`src/rtl/stream_pkt_pkg.sv`:
```
// Shared types and width defaults for the stream frame packetizer.
package stream_pkt_pkg;

    localparam int unsigned DATA_W_DEF = 32;
    localparam int unsigned LEN_W_DEF  = 16;

    typedef enum logic [1:0] {
        IDLE = 2'd0,
        DATA = 2'd1,
        CSUM = 2'd2
    } pkt_state_t;

endpackage

```
`src/rtl/stream_sync_fifo.sv`:
```
// Synchronous first-word-fall-through FIFO, async active-low reset.
module stream_sync_fifo #(
    parameter int unsigned DATA_W = 32,
    parameter int unsigned DEPTH  = 4
) (
    input  logic              clk,
    input  logic              rst_n,
    input  logic              wr_en,
    input  logic [DATA_W-1:0] wr_data,
    input  logic              rd_en,
    output logic [DATA_W-1:0] rd_data,
    output logic              full,
    output logic              empty
);

    localparam int unsigned AW = $clog2(DEPTH);
    localparam int unsigned PW = AW + 1;

    logic [PW-1:0]     wr_ptr_q, wr_ptr_d;
    logic [PW-1:0]     rd_ptr_q, rd_ptr_d;
    logic [DATA_W-1:0] mem_q [DEPTH];

    // Extra pointer bit distinguishes full from empty when the indices match.
    assign full    = (wr_ptr_q[AW] != rd_ptr_q[AW]) && (wr_ptr_q[AW-1:0] == rd_ptr_q[AW-1:0]);
    assign empty   = (wr_ptr_q == rd_ptr_q);
    assign rd_data = mem_q[rd_ptr_q[AW-1:0]];

    always_comb begin
        wr_ptr_d = wr_ptr_q;
        rd_ptr_d = rd_ptr_q;
        if (wr_en && !full) begin
            wr_ptr_d = wr_ptr_q + PW'(1);
        end
        if (rd_en && !empty) begin
            rd_ptr_d = rd_ptr_q + PW'(1);
        end
    end

    always_ff @(posedge clk or negedge rst_n) begin
        if (!rst_n) begin
            wr_ptr_q <= '0;
            rd_ptr_q <= '0;
        end else begin
            wr_ptr_q <= wr_ptr_d;
            rd_ptr_q <= rd_ptr_d;
        end
    end

    always_ff @(posedge clk) begin
        if (wr_en && !full) begin
            mem_q[wr_ptr_q[AW-1:0]] <= wr_data;
        end
    end

endmodule

```
`src/rtl/stream_frame_packetizer.sv`:
```
// Re-frames an unframed AXI-Stream into frame_len-word frames with TLAST.
// PKT_CHECKSUM_EN: append an XOR checksum word carrying TLAST to every frame.
module stream_frame_packetizer
    import stream_pkt_pkg::*;
#(
    parameter int unsigned DATA_W     = DATA_W_DEF,
    parameter int unsigned FIFO_DEPTH = 4,
    parameter int unsigned LEN_W      = LEN_W_DEF
) (
    input  logic              clk,
    input  logic              rst_n,
    input  logic [DATA_W-1:0] s_TDATA_in,
    input  logic              s_TVALID,
    output logic              s_TREADY,
    output logic [DATA_W-1:0] m_TDATA_out,
    output logic              m_TVALID,
    input  logic              m_TREADY,
    output logic              m_TLAST,
    input  logic [LEN_W-1:0]  frame_len,
    input  logic              irq_clr,
    output logic              frame_irq,
    output logic [LEN_W-1:0]  frame_count
);

    logic              fifo_full, fifo_empty, fifo_wr, fifo_rd;
    logic [DATA_W-1:0] fifo_rd_data;

    pkt_state_t        state_q, state_d;
    logic [LEN_W-1:0]  len_q, len_d;
    logic [LEN_W-1:0]  word_cnt_q, word_cnt_d;
    logic [DATA_W-1:0] m_data_q, m_data_d;
    logic              m_valid_q, m_valid_d;
    logic              m_last_q, m_last_d;
    logic [LEN_W-1:0]  frame_count_q, frame_count_d;
    logic              irq_q, irq_d;
    logic              ready_en_q;
`ifdef PKT_CHECKSUM_EN
    logic [DATA_W-1:0] csum_q, csum_d;
`endif

    logic              reg_free, load_word, is_last;
    logic [LEN_W-1:0]  eff_len, idx;

    // ready_en_q keeps the input closed while reset is held.
    assign s_TREADY = ready_en_q && !fifo_full;
    assign fifo_wr  = s_TVALID && s_TREADY;

    stream_sync_fifo #(
        .DATA_W (DATA_W),
        .DEPTH  (FIFO_DEPTH)
    ) u_fifo (
        .clk     (clk),
        .rst_n   (rst_n),
        .wr_en   (fifo_wr),
        .wr_data (s_TDATA_in),
        .rd_en   (fifo_rd),
        .rd_data (fifo_rd_data),
        .full    (fifo_full),
        .empty   (fifo_empty)
    );

    always_comb begin
        state_d       = state_q;
        len_d         = len_q;
        word_cnt_d    = word_cnt_q;
        m_data_d      = m_data_q;
        m_valid_d     = m_valid_q;
        m_last_d      = m_last_q;
        frame_count_d = frame_count_q;
        irq_d         = irq_q;
        fifo_rd       = 1'b0;
`ifdef PKT_CHECKSUM_EN
        csum_d        = csum_q;
`endif

        // Length is sampled only when a frame opens; zero means one word.
        reg_free  = !m_valid_q || m_TREADY;
        eff_len   = (state_q == IDLE) ? ((frame_len == '0) ? LEN_W'(1) : frame_len) : len_q;
        idx       = (state_q == IDLE) ? '0 : word_cnt_q;
        is_last   = (idx == (eff_len - LEN_W'(1)));
        load_word = reg_free && !fifo_empty && (state_q != CSUM);

        if (reg_free) begin
            m_valid_d = 1'b0;
            m_last_d  = 1'b0;
        end

        if (load_word) begin
            fifo_rd    = 1'b1;
            m_data_d   = fifo_rd_data;
            m_valid_d  = 1'b1;
            len_d      = eff_len;
            word_cnt_d = idx + LEN_W'(1);
`ifdef PKT_CHECKSUM_EN
            csum_d     = ((state_q == IDLE) ? '0 : csum_q) ^ fifo_rd_data;
            m_last_d   = 1'b0;
            state_d    = is_last ? CSUM : DATA;
`else
            m_last_d   = is_last;
            state_d    = is_last ? IDLE : DATA;
`endif
        end
`ifdef PKT_CHECKSUM_EN
        else if (reg_free && (state_q == CSUM)) begin
            m_data_d  = csum_q;
            m_valid_d = 1'b1;
            m_last_d  = 1'b1;
            state_d   = IDLE;
        end
`endif

        // Completion set has priority over a simultaneous clear.
        if (m_valid_q && m_TREADY && m_last_q) begin
            frame_count_d = frame_count_q + LEN_W'(1);
            irq_d         = 1'b1;
        end else if (irq_clr) begin
            irq_d = 1'b0;
        end
    end

    always_ff @(posedge clk or negedge rst_n) begin
        if (!rst_n) begin
            state_q       <= IDLE;
            len_q         <= '0;
            word_cnt_q    <= '0;
            m_data_q      <= '0;
            m_valid_q     <= 1'b0;
            m_last_q      <= 1'b0;
            frame_count_q <= '0;
            irq_q         <= 1'b0;
            ready_en_q    <= 1'b0;
`ifdef PKT_CHECKSUM_EN
            csum_q        <= '0;
`endif
        end else begin
            state_q       <= state_d;
            len_q         <= len_d;
            word_cnt_q    <= word_cnt_d;
            m_data_q      <= m_data_d;
            m_valid_q     <= m_valid_d;
            m_last_q      <= m_last_d;
            frame_count_q <= frame_count_d;
            irq_q         <= irq_d;
            ready_en_q    <= 1'b1;
`ifdef PKT_CHECKSUM_EN
            csum_q        <= csum_d;
`endif
        end
    end

    assign m_TDATA_out = m_data_q;
    assign m_TVALID    = m_valid_q;
    assign m_TLAST     = m_last_q;
    assign frame_irq   = irq_q;
    assign frame_count = frame_count_q;

endmodule

```
`config.mk`:
```
export PLATFORM = sky130hd
export DESIGN_NAME = stream_frame_packetizer
export DESIGN_NICKNAME = d
export VERILOG_FILES = /design/src/rtl/stream_pkt_pkg.sv /design/src/rtl/stream_sync_fifo.sv /design/src/rtl/stream_frame_packetizer.sv
export SDC_FILE = /design/constraint.sdc
export NUM_CORES = 1
export LEC_CHECK = 0
export BUFFER_PORTS_ARGS = -buffer_cell sky130_fd_sc_hd__buf_2
export CAP_MARGIN = 20
export CORE_MARGIN = 4
export CORE_UTILIZATION = 53
export CTS_CLUSTER_SIZE = 25
export DETAILED_ROUTE_END_ITERATION = 8
export GPL_TIMING_DRIVEN = 0
export PLACE_DENSITY_LB_ADDON = 0.08
export SYNTH_ARGS = -nofsm -noshare
export SYNTH_HDL_FRONTEND = slang
export SYNTH_SLANG_ARGS = --single-unit
```
`constraint.sdc`:
```
create_clock -name clk -period 3.4 [get_ports clk]
set_input_delay 0.34 -clock clk [delete_from_list [all_inputs] [get_ports clk]]
set_output_delay 0.34 -clock clk [all_outputs]
set_load 0.01 [all_outputs]
```
==> out/results.ini, run 1 <==
[status]
outcome = completed

[pwr]
power_leakage_nw = 4.55
p_per_area_nw_per_um2 = 786
pwr-share-clk = 0.278
vdd_drop_max_mv = 0.576
netSwitchingFraction = 0.327
p_int_w = 0.00593
power.switching_w = 0.00288
comb_power_share = 0.305
seq_power_share = 0.416

[logic_synthesis]
yosysUniqueCellTypes = 63
syn_avg_cell_area_sq_um = 13.5
syn_area_sq_um = 9470
syn_inst = 700
synth_fp_nets = 761
ys.flop_type = edfxtp_1
seq_area_frac_synth = 0.646
synth_seq_cells = 219
yosysWarnings = 0
synth_edf_count = 128
synth-async-reset-ratio = 0.416

[floorplan]
ioPinCount = 105
fp.dieW_microns = 142
die_area_sq_um = 20100
die_y_microns = 142
initial_utilization = 0.544
num_rows = 48
core_sq_um = 17400

[sta]
maxSlewHeadroom = 0.388
slew_violations = 0
max_freq_ghz = 0.302
tns_ns = 0
post-route-min-period_ns = 3.31
period_share = 0.973
tightest_slew_ns = 0.919
finalHoldViolations = 0
setup_viol = 0
clock_skew_ns = 0.0214

[cells_and_area]
final_cell_mix = 149 x nand2_1, 128 x edfxtp_1, 104 x buf_2
fin_area_sq_um = 11200
fillCellCount = 1343
syn_to_final_growth_pct = 18.3
drive_gt1_frac = 0.253
n_antenna_cell = 0
final_common_cell = nand2_1
nNetsFinal = 894
post-route-util = 0.643

[worst_setup_path]
worstPathRequired_ns = 3.77
endpoint_kind = register
regToRegSetupSlack_ns = 0.09
path_max_fanout = 28
critPathSlowestCell = or4bb_4
path_class = register to register
path_cells = buf_6, buf_12, buf_8, clkbuf_8, o21ai_2, ha_4, or4bb_4, o22ai_4, xor2_1, or4_1, a22oi_2, o2111ai_2, a2bb2oi_1
critical_path_arrival_ns = 3.68
slowest_delay_ns = 0.48
critPathLaunchType = register
rr_endpoint = state_q[0]$_DFFE_PN0P_
r2r_cells = 13
r2r-start = state_q[0]$_DFFE_PN0P_

[cts]
htreeDepth = 1
cts_root_buf = clkbuf_16
insertion_delay_ns = 0.52
cts_tree = yes
clkTransAtPathRegs_ns = 0.06
cts.sinks = 219
clockBufferDepth = 3
cts_made_buffers = 23

[run]
drv_cap = 0

[min_path]
min_path_type = primary input to register
min_path_cells = 1
whs_endpoint = u_fifo.mem_q[0][30]$_DFFE_PP_
min_from = s_TDATA_in[30]

[global_routing]
grtUsageTotal = 0.204
grt_start_max_net_pins = 57
grt_pass1_vias = 6108
antenna_found_initial = 0
grt_pass1_wl_microns = 32800
overflow = 0

[placed_design]
io_buffer_count = 104
hpwl_microns = 13300
post_dp_cell_area_sq_um = 10400
gp_congestion = 0.861

[detailed_routing]
wl_per_cell_microns = 18.7
drt-total-wl_microns = 20100
drtIter0Drc = 459
drc_errors = 0
dr_total_vias = 6049
vias_per_cell = 5.63
first_pass_iters = 5
antenna_left = 0

[kinds of logic after synthesis]
logic type      count (synthesis)  share of synthesized area
simple gates                  257                      0.128
xor+xnor                       45                     0.0416
mux                            57                      0.105
flops                         219                      0.646
fa+ha+maj                       8                     0.0106
buf+inv                        39                     0.0168
other cells                     1                   0.000396
compound gates                 74                     0.0518
[worst max path at each step]
| stage | from | endpoint | slack, ns |
|---|---|---|---|
| after floorplan | state_q[0]$_DFFE_PN0P_ | state_q[0]$_DFFE_PN0P_ | 0.02 |
| after global placement | state_q[0]$_DFFE_PN0P_ | state_q[0]$_DFFE_PN0P_ | -0.48 |
| after detailed placement | state_q[0]$_DFFE_PN0P_ | state_q[0]$_DFFE_PN0P_ | -0.50 |
| after CTS | state_q[0]$_DFFE_PN0P_ | state_q[0]$_DFFE_PN0P_ | 0.02 |
| after global routing | state_q[0]$_DFFE_PN0P_ | state_q[0]$_DFFE_PN0P_ | -0.008 |
| final | state_q[0]$_DFFE_PN0P_ | state_q[0]$_DFFE_PN0P_ | 0.09 |
[Yosys cell counts (3+ instances only)]
library cell,instances,share of area
nor3b_1,6,0.0048
ha_1,8,0.011
or2_2,3,0.0020
or4_1,3,0.0024
clkbuf_1,20,0.0079
xnor2_1,31,0.029
or3_1,5,0.0033
buf_2,4,0.0021
and3_1,11,0.0073
nor2_1,14,0.0055
mux2i_1,8,0.0085
nand2_1,149,0.059
nand2b_1,6,0.0040
nand3_1,13,0.0069
a22o_1,3,0.0028
nor3_1,15,0.0079
dfrtp_1,91,0.24
o22ai_1,6,0.0040
mux4_2,32,0.076
nand4_1,10,0.0066
a21oi_1,11,0.0058
mux2_2,17,0.020
buf_1,6,0.0024
inv_1,8,0.0032
o21ai_0,25,0.013
or3b_1,3,0.0028
nor4_1,5,0.0033
xor2_1,14,0.013
and2_1,3,0.0020
edfxtp_1,128,0.41
[power groups by stage]
stage,clock network (W),registers (W),logic [W]
2_1_floorplan,0,0.00373,0.00178
3_3_place_gp,0,0.00369,0.00262
3_5_place_dp,0,0.00371,0.00269
4_1_cts,0.00250,0.00367,0.00273
5_1_grt,0.00263,0.00372,0.00303
6_report,0.00245,0.00367,0.00269
[sequential cells by signal, indices dropped and copies added, names as in the netlist, 3 cells and up]
| register | cells |
|---|---|
| frame_count | 16 |
| u_fifo.wr_ptr_q | 3 |
| len_q | 16 |
| u_fifo.rd_ptr_q | 3 |
| m_TDATA_out | 32 |
| word_cnt_q | 16 |
| u_fifo.mem_q | 128 |
[per-layer routing]
metal / share of wire / global-route usage / up-vias
met5: 0 / 0 / -
met4: 0.016 / 0.0490 / 0
met3: 0.059 / 0.0381 / 28
met2: 0.48 / 0.328 / 177
met1: 0.45 / 0.294 / 2999
li1: - / - / 2845
[critical path: cells and delay by family (launching register included)]
| kind | cells | cell delay, ns |
|---|---|---|
| AND/OR/NAND/NOR | 2 | 0.91 |
| XOR/XNOR | 1 | 0.08 |
| buffers and inverters | 4 | 0.64 |
| AO/OA/AOI/OAI | 5 | 0.90 |
| adder cells (fa/ha/maj) | 1 | 0.19 |
| flip-flops | 1 | 0.41 |
[through the flow]
stage | instances | total power (W) | setup WS [ns] | hold slack [ns]
after floorplan | 700 | 0.00550 | 0.0160 | 0.0444
after global placement | 1029 | 0.00631 | -0.476 | 0.454
after detailed placement | 1030 | 0.00640 | -0.497 | 0.354
after CTS | 1074 | 0.00890 | 0.0167 | 0.00776
after global routing | 1075 | 0.00938 | -0.00789 | 0.0139
final | 1075 | 0.00880 | 0.0922 | 0.0269
[cell type report]
type,count,area [sq um],area share
sequential,219,6120,0.546
inverter,8,30.0,0.00268
tap,225,282,0.0251
timing repair buffer,110,606,0.0541
clock inverter,12,129,0.0115
clock buffer,30,612,0.0546
buffer,29,155,0.0139
multi-input combinational,442,3270,0.292
[what timing repair did]
| item | CTS | global route |
|---|---|---|
| hold endpoints to repair | 36 | 0 |
| gates resized for setup | 6 | 5 |
| hold buffers | 2 | 0 |
| setup buffers | 2 | 1 |
| pin swaps | 1 | 2 |
| setup endpoints to repair | 2 | 2 |
No activity file was read; power rests on OpenSTA's default activity.
==> run 2, diff against run 1 <==
--- a/config.mk
+++ b/config.mk
@@ -5,10 +5,11 @@
 export SDC_FILE = /design/constraint.sdc
 export NUM_CORES = 1
 export LEC_CHECK = 0
+export ABC_AREA = 1
 export BUFFER_PORTS_ARGS = -buffer_cell sky130_fd_sc_hd__buf_2
 export CAP_MARGIN = 20
 export CORE_MARGIN = 4
-export CORE_UTILIZATION = 53
+export CORE_UTILIZATION = 50
 export CTS_CLUSTER_SIZE = 25
 export DETAILED_ROUTE_END_ITERATION = 8
 export GPL_TIMING_DRIVEN = 0
==> run 2 against run 1 <==
Against the previous run: cell area rose by 1.3%; non-clock buffer count rose by 11; clock-buffer cell count fell by 1; critical endpoint unchanged; combinational power fell by 2%; sequential share of layout area fell by 0.69 points; clock skew fell by 0.0044 ns; first-iteration DRC count fell by 7.8%; synthesized area rose by 1.0%; routed wire length rose by 7.0%; global-route usage fell by 0.22 points.
==> out/results.ini, run 2 <==
[global_routing]
antenna_found_initial = 1
overflow = 0
grt_pass1_vias = 6750
grt_start_max_net_pins = 66
grtUsageTotal = 0.202
grt_pass1_wl_microns = 34900

[logic_synthesis]
syn_area_sq_um = 9570
netlist_top_cells_area = edfxtp_1 40%, dfrtp_1 24%, nor2_1 8.0%
synth-async-reset-ratio = 0.416
synth_edf_count = 128
syn_inst = 922
seq_area_frac_synth = 0.640
yosysMostFrequentCell = nor2_1
synth_fp_nets = 983
synth_seq_cells = 219
syn_avg_cell_area_sq_um = 10.4
ys.flop_type = edfxtp_1
yosysUniqueCellTypes = 40
synth_top_area_cell = edfxtp_1
yosysWarnings = 0
ys_top_cells_by_count = 203 x nor2_1, 150 x nand2_1, 128 x edfxtp_1, 91 x dfrtp_1, 85 x o21ai_0
synth_top_area_share = 0.402

[worst_setup_path]
worstPathRequired_ns = 3.80
endpoint_kind = register
path_class = register to register
critPathLaunchType = register
critical_path_arrival_ns = 3.12
path_max_fanout = 10

[sta]
max_freq_ghz = 0.368
slew_violations = 0
setup_viol = 0
finalHoldViolations = 0
maxSlewHeadroom = 0.523
post-route-min-period_ns = 2.72
tns_ns = 0
tightest_slew_ns = 0.714
period_share = 0.800
clock_skew_ns = 0.0171
rsz0062_at_grt = no
holdWs_ns = 0.0403
setup_ws_ns = 0.680

[status]
outcome = completed

[detailed_routing]
antenna_left = 0
vias_per_cell = 5.15
drtIter0Drc = 423
drc_errors = 0
dr_total_vias = 6751
drt-total-wl_microns = 21500
first_pass_iters = 5
wl_per_cell_microns = 16.4

[placed_design]
dp_slack_ns = 0.705
io_buffer_count = 104
hpwl_microns = 14200
post_dp_cell_area_sq_um = 10500
gp_congestion = 0.831

[cts]
post_cts_buffers = 0
cts_resized = 0
cts_made_buffers = 24
clockBufferDepth = 3
cts_tree = yes
clkTransAtPathRegs_ns = 0.06
htreeDepth = 1
cts.sinks = 219
insertion_delay_ns = 0.52
cts_root_buf = clkbuf_16

[pwr]
power_leakage_nw = 4.72
p_per_area_nw_per_um2 = 768
vdd_drop_max_mv = 0.539

[floorplan]
core_sq_um = 18800
initial_utilization = 0.510
ioPinCount = 105
num_rows = 50
die_area_sq_um = 21400
die_y_microns = 146
fp.dieW_microns = 146

[cells_and_area]
drive_gt1_frac = 0.182
largest_register_ffs = 128
nNetsFinal = 1120
fin_area_sq_um = 11300
post-route-util = 0.605
final_cell_mix = 199 x nor2_1, 150 x nand2_1, 128 x edfxtp_1
final_common_cell = nor2_1
syn_to_final_growth_pct = 18.6

[min_path]
min_path_type = primary input to register

[run]
drv_cap = 0

[run 2: what timing repair did]
item	CTS	global route
hold buffers	1	1
endpoints found under the setup margin	0	0
endpoints found under the hold margin	26	1
[run 2: worst paths after layout]
kind,start,endpoint,slack [ns],cells past startpoint
min,s_TDATA_in[16],u_fifo.mem_q[1][16]$_DFFE_PP_,0.04,1
min in group asynchronous,rst_n,len_q[1]$_DFFE_PN0P_,0.30,2
min reg2reg,frame_count[15]$_DFFE_PN0P_,frame_count[15]$_DFFE_PN0P_,0.47,1
max in group asynchronous,rst_n,m_TDATA_out[25]$_DFFE_PN0P_,2.43,3
max,state_q[0]$_DFFE_PN0P_,state_q[0]$_DFFE_PN0P_,0.68,19
max reg2reg,state_q[0]$_DFFE_PN0P_,state_q[0]$_DFFE_PN0P_,0.68,19
[run 2: layer usage]
| layer | track usage | vias up | routed length [microns] |
|---|---|---|---|
| met1 | 0.273 | 3236 | 9680 |
| li1 | - | 3339 | - |
| met5 | 0 | - | 13 |
| met3 | 0.0360 | 19 | 1040 |
| met2 | 0.350 | 155 | 10500 |
| met4 | 0.0362 | 2 | 252 |
[run 2: power breakdown]
part / leakage, nW / internal, W / switching (W) / total, W
sequential: 2.28 / 0.00330 / 0.000221 / 0.00352
combinational: 2.05 / 0.000852 / 0.00177 / 0.00263
clock: 0.390 / 0.00156 / 0.00100 / 0.00256
[run 2: area by class of cell]
class,count,area (sq um)
well taps,234,293
repair buffers,111,658
plain buffers,39,179
clock buffers,29,639
flip-flops and latches,219,6120
diodes,1,2.50
multi-input cells,603,3070
clock inverters,15,153
inverters,61,231
fillers,1588,7420
[run 2: cell families after synthesis]
kind of cell,Yosys count,synth area share
and+or+nand+nor,423,0.192
DFF,219,0.640
AOI/OAI and AO/OA,124,0.0703
buffers and inverters,100,0.0429
xor gates and xnor gates,46,0.0435
adders and majority gates,8,0.0105
other,1,0.000392
muxes,1,0.00118
[run 2: through the flow]
stage | cells | total power, W
after detailed placement | 1265 | 0.00624
after floorplan | 922 | 0.00520
final | 1312 | 0.00871
after CTS | 1310 | 0.00881
after global placement | 1260 | 0.00614
after global routing | 1311 | 0.00931
[run 2: worst max-delay path, stage by stage (launching register included)]
cell,delay (ns)
dfrtp_1,0.35
buf_6,0.15
inv_4,0.07
buf_6,0.15
or2_4,0.24
nand2_4,0.13
ha_1,0.18
nand3_1,0.11
nor2_2,0.24
nand3_2,0.17
nor2_1,0.12
nand2_1,0.06
nand2_1,0.08
nand2_1,0.05
inv_1,0.05
nand3_1,0.08
nor2_1,0.12
nand3_1,0.14
nand2_1,0.09
inv_1,0.04
